==> src/rtl/alu_tag_pool_pkg.sv <==
// ---------------------------------------------------------------------------
// alu_tag_pool_pkg
//   Shared sizing for the ALU reservation-station tag pool.
//   The rsSize / TagRootBus / NoFreeTag defines are the shared machine-wide
//   names (guarded so a common defines file may already have provided them).
//   The package re-exports them as typed localparams and provides a helper
//   that counts allocated (zero) bits in a free mask.
// ---------------------------------------------------------------------------
`ifndef ALU_TAG_POOL_SHARED_DEFINES
`define ALU_TAG_POOL_SHARED_DEFINES
`ifndef rsSize
`define rsSize 6
`endif
`ifndef TagRootBus
`define TagRootBus 3
`endif
`ifndef NoFreeTag
`define NoFreeTag 3'b111
`endif
`endif

package alu_tag_pool_pkg;

    localparam int RS_SIZE = `rsSize;
    localparam int TAG_W   = `TagRootBus;
    localparam logic [TAG_W-1:0] NO_FREE_TAG = `NoFreeTag;

    // Number of allocated tags = number of zero bits in the free mask.
    function automatic logic [TAG_W-1:0] count_busy(input logic [RS_SIZE-1:0] mask);
        logic [TAG_W-1:0] cnt;
        cnt = '0;
        for (int i = 0; i < RS_SIZE; i++) begin
            if (!mask[i]) cnt = cnt + 1'b1;
        end
        return cnt;
    endfunction

endpackage

==> src/rtl/alu_tag_pool.sv <==
// ---------------------------------------------------------------------------
// alu_tag_pool
//   Free-list of ALU reservation-station tags. The lowest-free lookup lives
//   outside this block: free_status drives an external table, which returns
//   free_tag (NO_FREE_TAG when nothing is free).
//
// Ports
//   clk          system clock, rising edge
//   rst          asynchronous active-low reset
//   free_status  registered mask, bit i = 1 means tag i is free
//   free_tag     lowest free tag from the external lookup table
//   alloc_req    dispatch wants one tag this cycle
//   alloc_gnt    combinational grant
//   alloc_tag    combinational granted tag (meaningful only with alloc_gnt)
//   rel_valid    CDB broadcast releases rel_tag
//   rel_tag      tag being released
//   flush        mispredict: free every tag, no grant this cycle
//   busy_cnt     registered number of allocated tags
//   full         registered, busy_cnt == RS_SIZE
//   err_dbl_rel  sticky: release of a free tag or an out-of-range tag
//
// Configuration
//   TAG_POOL_BYPASS_EN  when defined, a full pool hands a legally released
//                       tag straight to a same-cycle alloc_req.
// ---------------------------------------------------------------------------
module alu_tag_pool
    import alu_tag_pool_pkg::*;
(
    input  logic               clk,
    input  logic               rst,
    output logic [RS_SIZE-1:0] free_status,
    input  logic [TAG_W-1:0]   free_tag,
    input  logic               alloc_req,
    output logic               alloc_gnt,
    output logic [TAG_W-1:0]   alloc_tag,
    input  logic               rel_valid,
    input  logic [TAG_W-1:0]   rel_tag,
    input  logic               flush,
    output logic [TAG_W-1:0]   busy_cnt,
    output logic               full,
    output logic               err_dbl_rel
);

    logic               normal_gnt;
    logic               bypass_gnt;
    logic               rel_legal;
    logic               rel_bad;
    logic [RS_SIZE-1:0] rel_onehot;
    logic [RS_SIZE-1:0] clr_mask;
    logic [RS_SIZE-1:0] set_mask;
    logic [RS_SIZE-1:0] next_free;

    // A shift past the top bit yields zero, so out-of-range tags (>= RS_SIZE)
    // naturally fail the "currently busy" test and are flagged as illegal.
    assign rel_onehot = RS_SIZE'(1) << rel_tag;
    assign rel_legal  = rel_valid & (|(~free_status & rel_onehot));
    assign rel_bad    = rel_valid & ~rel_legal & ~flush;

    // Grant is held off during reset so nothing downstream sees a tag that
    // the pool is about to forget.
    assign normal_gnt = rst & alloc_req & (free_tag != NO_FREE_TAG) & ~flush;

`ifdef TAG_POOL_BYPASS_EN
    assign bypass_gnt = rst & alloc_req & full & rel_legal & ~flush;
`else
    assign bypass_gnt = 1'b0;
`endif

    assign alloc_gnt = normal_gnt | bypass_gnt;
    assign alloc_tag = bypass_gnt ? rel_tag : free_tag;

    // A bypassed tag goes straight from releaser to allocator, so its bit
    // stays cleared and neither mask applies.
    assign clr_mask = (normal_gnt & ~bypass_gnt) ? (RS_SIZE'(1) << free_tag) : '0;
    assign set_mask = (rel_legal  & ~bypass_gnt) ? rel_onehot : '0;

    always_comb begin
        next_free = (free_status & ~clr_mask) | set_mask;
        if (flush) next_free = '1;
    end

    // Single state register set. busy_cnt and full are derived from the same
    // next mask so they can never drift from free_status.
    always_ff @(posedge clk or negedge rst) begin
        if (!rst) begin
            free_status <= '1;
            busy_cnt    <= '0;
            full        <= 1'b0;
            err_dbl_rel <= 1'b0;
        end else begin
            free_status <= next_free;
            busy_cnt    <= count_busy(next_free);
            full        <= (next_free == '0);
            if (rel_bad) err_dbl_rel <= 1'b1;
        end
    end

endmodule

==> config.mk <==
export PLATFORM = sky130hd
export DESIGN_NAME = alu_tag_pool
export DESIGN_NICKNAME = d
export VERILOG_FILES = /design/src/rtl/alu_tag_pool_pkg.sv /design/src/rtl/alu_tag_pool.sv
export SDC_FILE = /design/constraint.sdc
export NUM_CORES = 1
export LEC_CHECK = 0
export CELL_PAD_IN_SITES_DETAIL_PLACEMENT = 1
export CELL_PAD_IN_SITES_GLOBAL_PLACEMENT = 1
export CORE_ASPECT_RATIO = 1.5
export CORE_MARGIN = 10
export CORE_UTILIZATION = 32
export DETAILED_ROUTE_END_ITERATION = 16
export PLACE_DENSITY_LB_ADDON = 0.15
export SYNTH_ARGS = -nofsm -noshare
export SYNTH_HDL_FRONTEND = slang
export SYNTH_SLANG_ARGS = --single-unit
==> constraint.sdc <==
create_clock -name clk -period 3.6 [get_ports clk]
set_input_delay 1.08 -clock clk [delete_from_list [all_inputs] [get_ports clk]]
set_output_delay 1.08 -clock clk [all_outputs]
set_load 0.02 [all_outputs]
# Word-level counts from Yosys, hierarchy flattened
# Index checks and enable logic that the tools add are counted.
[word_totals]
register_bits = 11
latch_bits = 0
mem_bits_rw = 0
romBits = 0
input_bits = 11
elab_cells = 36
n_memories = 0
[op_classes]
n_addsub = 5
multipliers = 0
div = 0
n_lt_le_gt_ge = 0
eq_ne = 1
n_shift = 2
mux = 9
n_bitwise = 13
n_reduce_logical = 2
[ops]
columns = ["op", "n"]
rows = [
  ["$mux W6", 3],
  ["$mux W3", 5],
  ["$add A3 B1 Y3 const B", 4],
  ["$and A6 B6 Y6", 2],
  ["$not A6 Y6", 2],
  ["$shl A1 B3 Y6 const A", 2],
  ["$and A1 B1 Y1", 6],
  ["$logic_not A6 Y1", 1],
  ["$or A6 B6 Y6", 1],
  ["$reduce_or A6 Y1", 1],
  ["$ne A3 B3 Y1 const B", 1],
  ["$add A1 B1 Y2 const B", 1],
  ["$not A1 Y1", 2],
  ["$mux W1", 1],
]

# Logic depth before layout (Yosys ltp)
# Gate-level depths: netlist of the first run.
[depth]
depth_word = 19
mapped_depth = 18

# Least setup slack after synthesis of the first run
# OpenSTA, ideal clock, no wires.
[synth_path]
path_kind = "input port to flip-flop"
from = "in rel_tag[0]"
to = "reg busy_cnt[1]"
setup_ns = 0.126
t_arrival_ns = 4.267
required_time_ns = 3.474
setup_slack_ns = -0.792
path_stages = 18
path_cell_list = "buf_2 -> inv_2 -> or3_1 -> a2111oi_4 -> o2bb2ai_1 -> ha_1 -> xnor2_4 -> ha_1 -> nor2_1 -> nor2_1 -> ha_1 -> nand2_1 -> o31ai_1 -> ha_1 -> inv_1 -> nor2_1 -> a31oi_1 -> o21ai_1"
[synth_via]
elab_chain_len = 18
[synth_lines]
columns = ["element", "line", "rtl"]
rows = [
  ["start: declaration", "alu_tag_pool.sv:37", "input logic [TAG_W-1:0] rel_tag,"],
  ["$shl A1 B3 Y6 (*)", "alu_tag_pool.sv:55", "assign rel_onehot = RS_SIZE'(1) << rel_tag;"],
  ["$and A6 B6 Y6", "alu_tag_pool.sv:56", "assign rel_legal = rel_valid & (|(~free_status & rel_onehot));"],
  ["$reduce_or A6 Y1", "alu_tag_pool.sv:56", ""],
  ["$and A1 B1 Y1", "alu_tag_pool.sv:56", ""],
  ["$mux W6 (*)", "alu_tag_pool.sv:75", "assign set_mask = (rel_legal & ~bypass_gnt) ? rel_onehot : '0;"],
  ["$or A6 B6 Y6 (*)", "alu_tag_pool.sv:78", "next_free = (free_status & ~clr_mask) | set_mask;"],
  ["$mux W6 (*)", "alu_tag_pool.sv:79", "if (flush) next_free = '1;"],
  ["via next_free[0]", "alu_tag_pool.sv:51", "logic [RS_SIZE-1:0] next_free;"],
  ["[... 3 more ...]", "n/a", ""],
  ["$add A3 B1 Y3", "alu_tag_pool_pkg.sv:33", "if (!mask[i]) cnt = cnt + 1'b1;"],
  ["$mux W3 (*)", "alu_tag_pool_pkg.sv:33", ""],
  ["$add A3 B1 Y3", "alu_tag_pool_pkg.sv:33", ""],
  ["$mux W3 (*)", "alu_tag_pool_pkg.sv:33", ""],
  ["$add A3 B1 Y3", "alu_tag_pool_pkg.sv:33", ""],
  ["$mux W3 (*)", "alu_tag_pool_pkg.sv:33", ""],
  ["$add A3 B1 Y3", "alu_tag_pool_pkg.sv:33", ""],
  ["$mux W3 (*)", "alu_tag_pool_pkg.sv:33", ""],
  ["end signal: assignment", "alu_tag_pool.sv:92", "busy_cnt <= count_busy(next_free);"],
  ["end: declaration", "alu_tag_pool.sv:39", "output logic [TAG_W-1:0] busy_cnt,"],
]
# The timed path passes the listed nets; every way through them passes the cells marked *.
# A chain may end at the register's enable or synchronous reset.

# Final worst setup path of the first run
[layout_path]
from = "in rel_tag[2]"
to = "reg busy_cnt[1]"
[layout_via]
elab_chain_len = 18
[layout_lines]
columns = ["element", "line"]
rows = [
  ["$shl A1 B3 Y6 (*)", "alu_tag_pool.sv:55"],
  ["$and A6 B6 Y6", "alu_tag_pool.sv:56"],
  ["$reduce_or A6 Y1", "alu_tag_pool.sv:56"],
  ["$and A1 B1 Y1", "alu_tag_pool.sv:56"],
  ["$mux W6 (*)", "alu_tag_pool.sv:75"],
  ["$or A6 B6 Y6 (*)", "alu_tag_pool.sv:78"],
  ["$mux W6 (*)", "alu_tag_pool.sv:79"],
  ["$mux W1", "alu_tag_pool_pkg.sv:33"],
  ["[... 2 more ...]", "n/a"],
  ["$add A3 B1 Y3", "alu_tag_pool_pkg.sv:33"],
  ["$mux W3", "alu_tag_pool_pkg.sv:33"],
  ["$add A3 B1 Y3", "alu_tag_pool_pkg.sv:33"],
  ["$mux W3", "alu_tag_pool_pkg.sv:33"],
  ["$add A3 B1 Y3", "alu_tag_pool_pkg.sv:33"],
  ["$mux W3", "alu_tag_pool_pkg.sv:33"],
  ["$add A3 B1 Y3", "alu_tag_pool_pkg.sv:33"],
  ["$mux W3 (*)", "alu_tag_pool_pkg.sv:33"],
]
# Every way passes the cells marked *; elsewhere a longest branch is shown, timed or not.

==> results_dict.tcl, run 1 <==
set metrics [dict create \
    outcome "complete, but fails checks" \
    violations "setup timing" \
    period_share_pct 109 \
    dieArea_um2 5550 \
    area_growth_pct 78.8 \
    synth_fp_nets 111 \
    slew_viol_final 0 \
    critPathRequiredTime_ns 3.73 \
    place_inst 182 \
    p_sw_share_pct 28.0 \
    netlist_area_um2 940 \
    min_to "err_dbl_rel$_DFFE_PN0P_" \
    cts_tree "done" \
    dpl-instance-area_um2 1430 \
    synthCells 96 \
    diodes 0 \
    post-route-util_pct 58.9 \
    p_switching_mw 0.101 \
    yosys-top-cells-area "dfstp_2, dfrtp_1, xnor2_1" \
    worstHoldPathCells 2 \
    finalPower_mw 0.360 \
    portBuffers 25 \
    drt_iter0_drc 4 \
    fillers 312 \
    htreeDepth 1 \
    reg2reg_slack_ns 0.26 \
    ys_ff_latch 11 \
    cts_sinks 11 \
    async_reset_ff_share_pct 100 \
    ys_seq_area_share_pct 30.1 \
    core_um2 2850 \
    cts_max_path_buffers 2 \
    initial_core_util_pct 32.9 \
    min_from "err_dbl_rel$_DFFE_PN0P_" \
    ant_nets 0 \
    drive_above_1_share_pct 53.5 \
    chipWidth_um 64.2 \
    rr_startpoint "free_status[1]$_DFF_PN1_" \
    cp_max_fo 3 \
    drcViolationCount 0 \
    ios 26 \
    grt_max_degree 12 \
    power.internal_mw 0.259 \
    design_area_um2 1680 \
    antenna_found_initial 0 \
    maxSlewHeadroom_pct 68.5 \
    finalWeightedCongestion 0.803 \
    grt.overflow.total 0 \
    post-place-ws_ns -1.21 \
    worst_slack_ns -0.318 \
    yosysMostFrequentCell "nor2_1" \
    r2r_end "busy_cnt[1]$_DFF_PN0_" \
    rsz0062_at_grt "yes" \
    yosysTopAreaCellShare_pct 16.8 \
    max_cap_violations 0 \
    fin_worst_skew_ns 0.00117 \
    critPathLaunchType "input port" \
    clkLatencyLatePin_ns 0.25 \
    r2r_cells 16 \
    vias 939 \
    wl_per_cell_um 16.4 \
    final_nets 171 \
    hold_class "register to register" \
    max_freq_mhz 255 \
    yosys.area.top_type "dfstp_2" \
    synth_edf_count 0 \
    hold_violations 0 \
    min_period_ns 3.92 \
    rows 24 \
    yosys-top-cells-count "nor2_1, inv_1, dfstp_2, nand2_1, xnor2_1" \
    power.leakage_nw 0.705 \
    holdWs_ns 0.474 \
    yosysWarningCount 0 \
    end_kind "register" \
    dp_hpwl_mm 2.46 \
    first_pass_iters 4 \
    avgSynthCellArea_um2 9.79 \
    clk_pin_slew_ns 0.05 \
    grt_first_pass_wirelength_mm 5.40 \
    power_frac_seq_pct 36.1 \
    pwr-share-clk_pct 35.4 \
    worst_pin_slew_ns 0.472 \
    root_buffer "clkbuf_8" \
    power_density_nw_per_um2 214 \
    holdBufCountCts 0 \
    finalSetupTns_ns -0.593 \
    cts_buffers 3 \
    synth_flop_cell "dfstp_2" \
    dieHeight_um 86.4 \
    crit_type "input port to register" \
    power_frac_comb_pct 28.5 \
    viasPerCell 4.84 \
    crit_arrival_ns 4.05 \
    finalSetupViolCount 2 \
    grtUsageTotal_pct 12.3 \
    vdd_drop_max_uv 201 \
    totalWireLength_mm 3.18 \
    synthDistinctLibCells 41 \
    grt_pass1_vias 1086 \
    instances_no_fill 194 \
]
## cell usage in the layout (no fill, tap or decap), types with 2 or more instances in the layout
cell type and instances:
or3_4 2, a21o_1 2, buf_4 36, nand2_1 4, xnor2_1 5, a21oi_1 3
inv_1 5, o32ai_2 2, nor2_4 3, a31oi_1 2, dlygate4sd2_1 2, buf_6 4
clkdlybuf4s50_1 15, ha_4 3, dfstp_2 6, dfrtp_1 5, dlymetal6s2s_1 3, clkbuf_8 3
inv_2 4, mux2i_1 2, nand2_2 2, clkdlybuf4s15_1 2, nor2_1 8, nor3_1 2
## how the worst max path moves through the flow
stage	cells past startpoint	to	slack (ns)	start
global placement	18	busy_cnt[2]$_DFF_PN0_	-1.10	rel_tag[0]
CTS	18	busy_cnt[1]$_DFF_PN0_	-0.43	rel_tag[0]
finish	17	busy_cnt[1]$_DFF_PN0_	-0.32	rel_tag[2]
detailed placement	18	busy_cnt[2]$_DFF_PN0_	-1.21	rel_tag[0]
floorplan	18	busy_cnt[1]$_DFF_PN0_	-0.54	rel_tag[0]
global route	19	busy_cnt[1]$_DFF_PN0_	-0.46	rel_tag[0]
## area by class of cell
| cell class | instances | area [um2] | share of cell area [%] |
|---|---|---|---|
| Inverter | 10 | 40.0 | 2.38 |
| Clock inverter | 1 | 5.00 | 0.298 |
| Clock buffer | 3 | 41.3 | 2.46 |
| Tap cell | 39 | 48.8 | 2.90 |
| Sequential cell | 11 | 283 | 16.8 |
| Multi-Input combinational cell | 67 | 707 | 42.1 |
| Timing Repair Buffer | 63 | 556 | 33.1 |
## flip-flops by register name, indices dropped and copies added, names as in the netlist
name	flops
free_status	6
busy_cnt	3
err_dbl_rel	1
full	1
## logic make-up after synthesis
| family | count (synthesis) | synth area share [%] |
|---|---|---|
| and+or+nand+nor | 31 | 19.2 |
| AOI/OAI and AO/OA | 21 | 21.8 |
| buffers and inverters | 18 | 10.1 |
| DFF | 11 | 30.1 |
| xor gates and xnor gates | 8 | 10.3 |
| adders and majority gates | 4 | 5.33 |
| muxes | 3 | 3.20 |
## power groups by stage
stage,Combinational [mW],Clock (mW),Sequential (mW)
finish,0.103,0.127,0.130
CTS,0.0961,0.133,0.130
floorplan,0.0361,0,0.135
global route,0.111,0.138,0.130
global placement,0.0854,0,0.132
detailed placement,0.0876,0,0.132
## layer usage
layer	global-route usage [%]	share of wire, %
met4	7.62	2.7
met1	11.9	35
met3	1.81	2.7
met2	23.4	59
met5	0	0
## critical path, cell delays in order
cell and delay, ns:
buf_6 0.09, or3_4 0.40, a2111oi_4 0.45, a21o_1 0.22, ha_4 0.23, xnor2_4 0.18, ha_4 0.24, nor2_4 0.11
nor2_4 0.05, ha_4 0.27, nand2_2 0.05, o31ai_2 0.07, ha_2 0.32, inv_2 0.04, nor2_1 0.03, a31oi_1 0.14
o21ai_1 0.08
## timing repair
| item | in CTS | in global routing |
|---|---|---|
| endpoints found under the setup margin | 4 | 2 |
| pin swaps | 16 | 15 |
| resized for setup | 33 | 21 |
| endpoints found under the hold margin | 0 | 0 |
| buffers inserted | 6 | 3 |
Power figures use the tool's default switching activity.
==> run 2, diff against run 1 <==
--- a/config.mk
+++ b/config.mk
@@ -9,7 +9,7 @@
 export CELL_PAD_IN_SITES_GLOBAL_PLACEMENT = 1
 export CORE_ASPECT_RATIO = 1.5
 export CORE_MARGIN = 10
-export CORE_UTILIZATION = 32
+export CORE_UTILIZATION = 38
 export DETAILED_ROUTE_END_ITERATION = 16
 export PLACE_DENSITY_LB_ADDON = 0.15
 export SYNTH_ARGS = -nofsm -noshare
==> constraint.sdc (replaced) <==
create_clock -name clk -period 4.85 [get_ports clk]
set_input_delay 1.455 -clock clk [delete_from_list [all_inputs] [get_ports clk]]
set_output_delay 1.455 -clock clk [all_outputs]
set_load 0.02 [all_outputs]
==> results_dict.tcl, run 2 (same netlist as run 1, synthesis figures left out) <==
set metrics [dict create \
    initial_core_util_pct 38.8 \
    final_cell_mix "clkdlybuf4s50_1, buf_4, nor2_1" \
    min_period_ns 4.64 \
    ios 26 \
    critPathLaunchType "input port" \
    worstHoldPathCells 2 \
    critPathRequiredTime_ns 4.99 \
    diodes 0 \
    crit_type "input port to register" \
    largest-register "free_status" \
    period_share_pct 95.7 \
    core_um2 2420 \
    multi_input_area_um2 598 \
    finalSetupTns_ns 0 \
    design_area_um2 1400 \
    viasPerCell 5.38 \
    reg_top3 "free_status (6), busy_cnt (3)" \
    fin_worst_skew_ns 0.00356 \
    htreeDepth 1 \
    grtUsageTotal_pct 12.9 \
    chipWidth_um 60.6 \
    seqCellArea_um2 283 \
    drive_above_1_share_pct 34.5 \
    power_frac_seq_pct 43.9 \
    holdWs_ns 0.494 \
    r2r_end "busy_cnt[1]$_DFF_PN0_" \
    power_density_nw_per_um2 156 \
    grt_first_pass_wirelength_mm 4.95 \
    layout_commonest_cell "clkdlybuf4s50_1" \
    p_sw_share_pct 27.5 \
    largest_reg_flops 6 \
    max_cap_violations 0 \
    root_buffer "clkbuf_4" \
    dieHeight_um 80.9 \
    clk_pin_slew_ns 0.06 \
    dp_hpwl_mm 2.45 \
    antenna_found_initial 0 \
    cts_max_path_buffers 2 \
    outcome "completed" \
    finalSetupViolCount 0 \
    worst_pin_slew_ns 0.629 \
    drcViolationCount 0 \
    power.internal_mw 0.159 \
    hold_violations 0 \
    first_pass_iters 4 \
    cts_tree "done" \
    fillers 280 \
    max_freq_mhz 215 \
    cp_max_fo 3 \
    min_from "err_dbl_rel$_DFFE_PN0P_" \
    ant_nets 0 \
    finalWeightedCongestion 0.877 \
    totalWireLength_mm 2.89 \
    r2r_cells 16 \
    final_nets 155 \
    worst_slack_ns 0.209 \
    pwr-share-clk_pct 27.4 \
    grt_pass1_vias 991 \
    hold_class "register to register" \
    slew_viol_final 0 \
    portBuffers 25 \
    area_growth_pct 48.9 \
    grt_max_degree 12 \
    power_frac_comb_pct 28.7 \
    vias 877 \
    vdd_drop_max_uv 106 \
    p_switching_mw 0.0601 \
    drt_iter0_drc 9 \
    grt.overflow.total 0 \
    holdBufCountCts 0 \
    cts_buffers 3 \
    post-place-ws_ns -0.495 \
    power.leakage_nw 0.591 \
    maxSlewHeadroom_pct 58.1 \
    rsz0062_at_grt "no" \
    rr_startpoint "free_status[1]$_DFF_PN1_" \
    dpl-instance-area_um2 1310 \
    rows 22 \
    min_to "err_dbl_rel$_DFFE_PN0P_" \
    wl_per_cell_um 17.7 \
    clkLatencyLatePin_ns 0.26 \
    dieArea_um2 4900 \
    cts_sinks 11 \
    reg2reg_slack_ns 1.32 \
    crit_arrival_ns 4.78 \
    end_kind "register" \
]
run 2: worst max-delay path by stage:
| stage | from | endpoint | slack, ns | cells past startpoint |
|---|---|---|---|---|
| after floorplan | rel_tag[0] | busy_cnt[1]$_DFF_PN0_ | 0.08 | 18 |
| after global placement | rel_tag[0] | busy_cnt[2]$_DFF_PN0_ | -0.32 | 18 |
| after detailed placement | rel_tag[0] | busy_cnt[2]$_DFF_PN0_ | -0.49 | 18 |
| after CTS | rel_tag[1] | busy_cnt[2]$_DFF_PN0_ | 0.008 | 18 |
| after global routing | rel_tag[0] | busy_cnt[1]$_DFF_PN0_ | 0.03 | 18 |
| final | rel_tag[0] | busy_cnt[1]$_DFF_PN0_ | 0.21 | 18 |
run 2: area by class of cell:
cell class                      count  share of cell area [%]
Timing Repair Buffer               47                    30.3
Sequential cell                    11                    20.2
Clock buffer                        4                    1.88
Inverter                           10                    2.68
Multi-Input combinational cell     67                    42.8
Tap cell                           24                    2.15
run 2: critical path, cell delays in order:
cell,delay [ns]
clkdlybuf4s15_1,0.22
inv_2,0.05
or3_4,0.40
a2111oi_4,0.45
o2bb2ai_2,0.20
ha_4,0.26
xnor2_4,0.14
ha_1,0.31
nor2_2,0.12
nor2_1,0.06
ha_1,0.31
nand2_1,0.06
o31ai_1,0.09
ha_2,0.32
inv_1,0.05
nor2_1,0.03
a31oi_1,0.16
o21ai_1,0.10
run 2: timing repair:
item / CTS / global route
gates resized for setup: 9 / 4
setup endpoints to repair: 2 / 2
buffers inserted: 0 / 2
pin swaps: 4 / 7
run 2: stage by stage:
| stage | std cells | power [mW] | util [%] |
|---|---|---|---|
| after CTS | 161 | 0.220 | 56.7 |
| after detailed placement | 157 | 0.158 | 54.2 |
| final | 163 | 0.219 | 57.7 |
| after floorplan | 96 | 0.126 | - |
| after global routing | 163 | 0.233 | 57.7 |
| after global placement | 157 | 0.156 | 54.2 |
run 2: routing by layer:
| metal | vias to the layer above | share of wire (%) | global-route usage [%] |
|---|---|---|---|
| met4 | 0 | 1.5 | 5.07 |
| met1 | 432 | 35 | 12.5 |
| met5 | - | 0 | 0 |
| met2 | 19 | 58 | 25.4 |
| li1 | 422 | - | - |
| met3 | 4 | 5.2 | 1.72 |
run 2: power groups by stage:
stage	Clock [mW]	Combinational (mW)	Sequential [mW]
6_report	0.0599	0.0628	0.0961
5_1_grt	0.0691	0.0681	0.0962
4_1_cts	0.0620	0.0620	0.0961
3_5_place_dp	0	0.0603	0.0976
3_3_place_gp	0	0.0585	0.0975
2_1_floorplan	0	0.0256	0.100
==> run 3, diff against run 2 <==
--- a/config.mk
+++ b/config.mk
@@ -5,11 +5,8 @@
 export SDC_FILE = /design/constraint.sdc
 export NUM_CORES = 1
 export LEC_CHECK = 0
-export CELL_PAD_IN_SITES_DETAIL_PLACEMENT = 1
-export CELL_PAD_IN_SITES_GLOBAL_PLACEMENT = 1
-export CORE_ASPECT_RATIO = 1.5
 export CORE_MARGIN = 10
-export CORE_UTILIZATION = 38
+export CORE_UTILIZATION = 51
 export DETAILED_ROUTE_END_ITERATION = 16
 export PLACE_DENSITY_LB_ADDON = 0.15
 export SYNTH_ARGS = -nofsm -noshare
==> constraint.sdc (replaced) <==
create_clock -name clk -period 5.4 [get_ports clk]
set_input_delay 1.62 -clock clk [delete_from_list [all_inputs] [get_ports clk]]
set_output_delay 1.62 -clock clk [all_outputs]
set_load 0.02 [all_outputs]
==> results_dict.tcl, run 3 (same netlist as run 1, synthesis figures left out) <==
set metrics [dict create \
    finalWeightedCongestion 0.866 \
    min_to "err_dbl_rel$_DFFE_PN0P_" \
    cts_sinks 11 \
    htreeDepth 1 \
    grtUsageTotal_pct 11.7 \
    grt_pass1_vias 853 \
    cts_resized 0 \
    final_cell_mix "clkdlybuf4s50_1, nor2_1, buf_4" \
    min_period_ns 5.13 \
    reg_top3 "free_status (6), busy_cnt (3)" \
    power_density_nw_per_um2 151 \
    largest-register "free_status" \
    max_freq_mhz 195 \
    max_cap_violations 0 \
    totalWireLength_mm 2.11 \
    critPathRequiredTime_ns 5.60 \
    slew_viol_final 0 \
    portBuffers 25 \
    holdWs_ns 0.475 \
    maxSlewHeadroom_pct 63.3 \
    wl_met2_mm 1.11 \
    first_pass_iters 4 \
    drt_iter0_drc 15 \
    slowest_stage "clkdlybuf4s50_1" \
    cp_max_fo 3 \
    cts_tree "done" \
    period_share_pct 94.9 \
    hold_violations 0 \
    design_area_um2 1260 \
    reg2reg_slack_ns 1.80 \
    wl_met1_um 838 \
    hold_class "register to register" \
    rsz0062_at_grt "no" \
    cts_buffers 3 \
    dieArea_um2 3960 \
    rr_startpoint "free_status[1]$_DFF_PN1_" \
    clkLatencyLatePin_ns 0.27 \
    crit_type "input port to register" \
    root_buffer "clkbuf_4" \
    power.leakage_nw 0.507 \
    grt_first_pass_wirelength_mm 3.83 \
    final_nets 142 \
    path_buf_inv 3 \
    area_growth_pct 33.8 \
    ios 26 \
    critPathLaunchType "input port" \
    wl_met3_um 97 \
    diodes 0 \
    vdd_drop_max_uv 118 \
    post_cts_buffers 0 \
    finalSetupViolCount 0 \
    viasPerCell 5.32 \
    cpMostUsedCell "ha_1" \
    antenna_found_initial 0 \
    initial_core_util_pct 53.8 \
    cp_cell_sequence "clkdlybuf4s50_1, inv_2, or3_1, a2111oi_4, o2bb2ai_1, ha_1, xnor2_4, ha_1, nor2_1, nor2_1, ha_1, nand2_1, o31ai_1, ha_1, inv_1, nor2_1, xnor2_1, xnor2_1" \
    vias 803 \
    outcome "completed" \
    dpl-instance-area_um2 1230 \
    crit_arrival_ns 5.32 \
    finalPower_mw 0.189 \
    chipWidth_um 62.9 \
    layout_commonest_cell "clkdlybuf4s50_1" \
    drive_above_1_share_pct 22.2 \
    largest_reg_flops 6 \
    dieHeight_um 62.9 \
    crit_family "adder cells" \
    end_kind "register" \
    min_from "err_dbl_rel$_DFFE_PN0P_" \
    holdBufCountCts 0 \
    crit_path_max_incr_delay_ns 0.49 \
    dp_hpwl_mm 1.82 \
    clk_pin_slew_ns 0.06 \
    worst_pin_slew_ns 0.550 \
    core_um2 1750 \
    r2r_cells 16 \
    rows 15 \
    cts_max_path_buffers 2 \
    top_layer_used "met4" \
    grt.overflow.total 0 \
    grt_max_degree 12 \
    drcViolationCount 0 \
    worstHoldPathCells 2 \
    r2r_end "busy_cnt[2]$_DFF_PN0_" \
    fillers 144 \
    wl_per_cell_um 14.0 \
    fin_worst_skew_ns 0.00573 \
    ant_nets 0 \
]
==> run 3: cell type report <==
| type | count | area, um2 | share of cell area [%] |
|---|---|---|---|
| Multi-Input combinational cell | 67 | 562 | 44.7 |
| Timing Repair Buffer | 34 | 318 | 25.3 |
| Sequential cell | 11 | 283 | 22.5 |
| Inverter | 10 | 37.5 | 2.99 |
| Tap cell | 25 | 31.3 | 2.49 |
| Clock buffer | 4 | 26.3 | 2.09 |
==> run 3: through the flow <==
stage	setup slack, ns	setup TNS, ns	std cells	utilization, %
final	0.273	0	151	72.0
after global routing	0.0173	0	151	72.0
after CTS	0.231	0	151	72.0
after detailed placement	-0.0340	-0.0422	147	70.5
after global placement	0.0600	0	147	70.5
after floorplan	0.468	0	96	-
==> run 3: worst max-delay path by stage <==
stage | startpoint | endpoint | cells after the start
floorplan | rel_tag[0] | busy_cnt[1]$_DFF_PN0_ | 18
global placement | rel_tag[0] | busy_cnt[2]$_DFF_PN0_ | 18
detailed placement | rel_tag[0] | busy_cnt[2]$_DFF_PN0_ | 18
CTS | rel_tag[0] | busy_cnt[2]$_DFF_PN0_ | 18
global route | rel_tag[0] | busy_cnt[2]$_DFF_PN0_ | 18
finish | rel_tag[0] | busy_cnt[2]$_DFF_PN0_ | 18
==> run 3: worst min-delay path, delay by kind of cell (launching register included) <==
kind            cells  cell delay (ns)
flops               1             0.34
compound gates      1             0.06
buf+inv             1             0.04
==> run 3: power by group <==
group / internal, mW / total, mW / switching, mW / leakage [nW]
combinational: 0.0245 / 0.0485 / 0.0240 / 0.365
sequential: 0.0850 / 0.0863 / 0.00123 / 0.127
clock: 0.0286 / 0.0547 / 0.0261 / 0.0150
==> run 3: routing by layer <==
layer	vias to the layer above	global-route usage, %
li1	397	-
met1	380	12.2
met2	21	20.8
met3	5	2.15
met4	0	7.54
met5	-	0
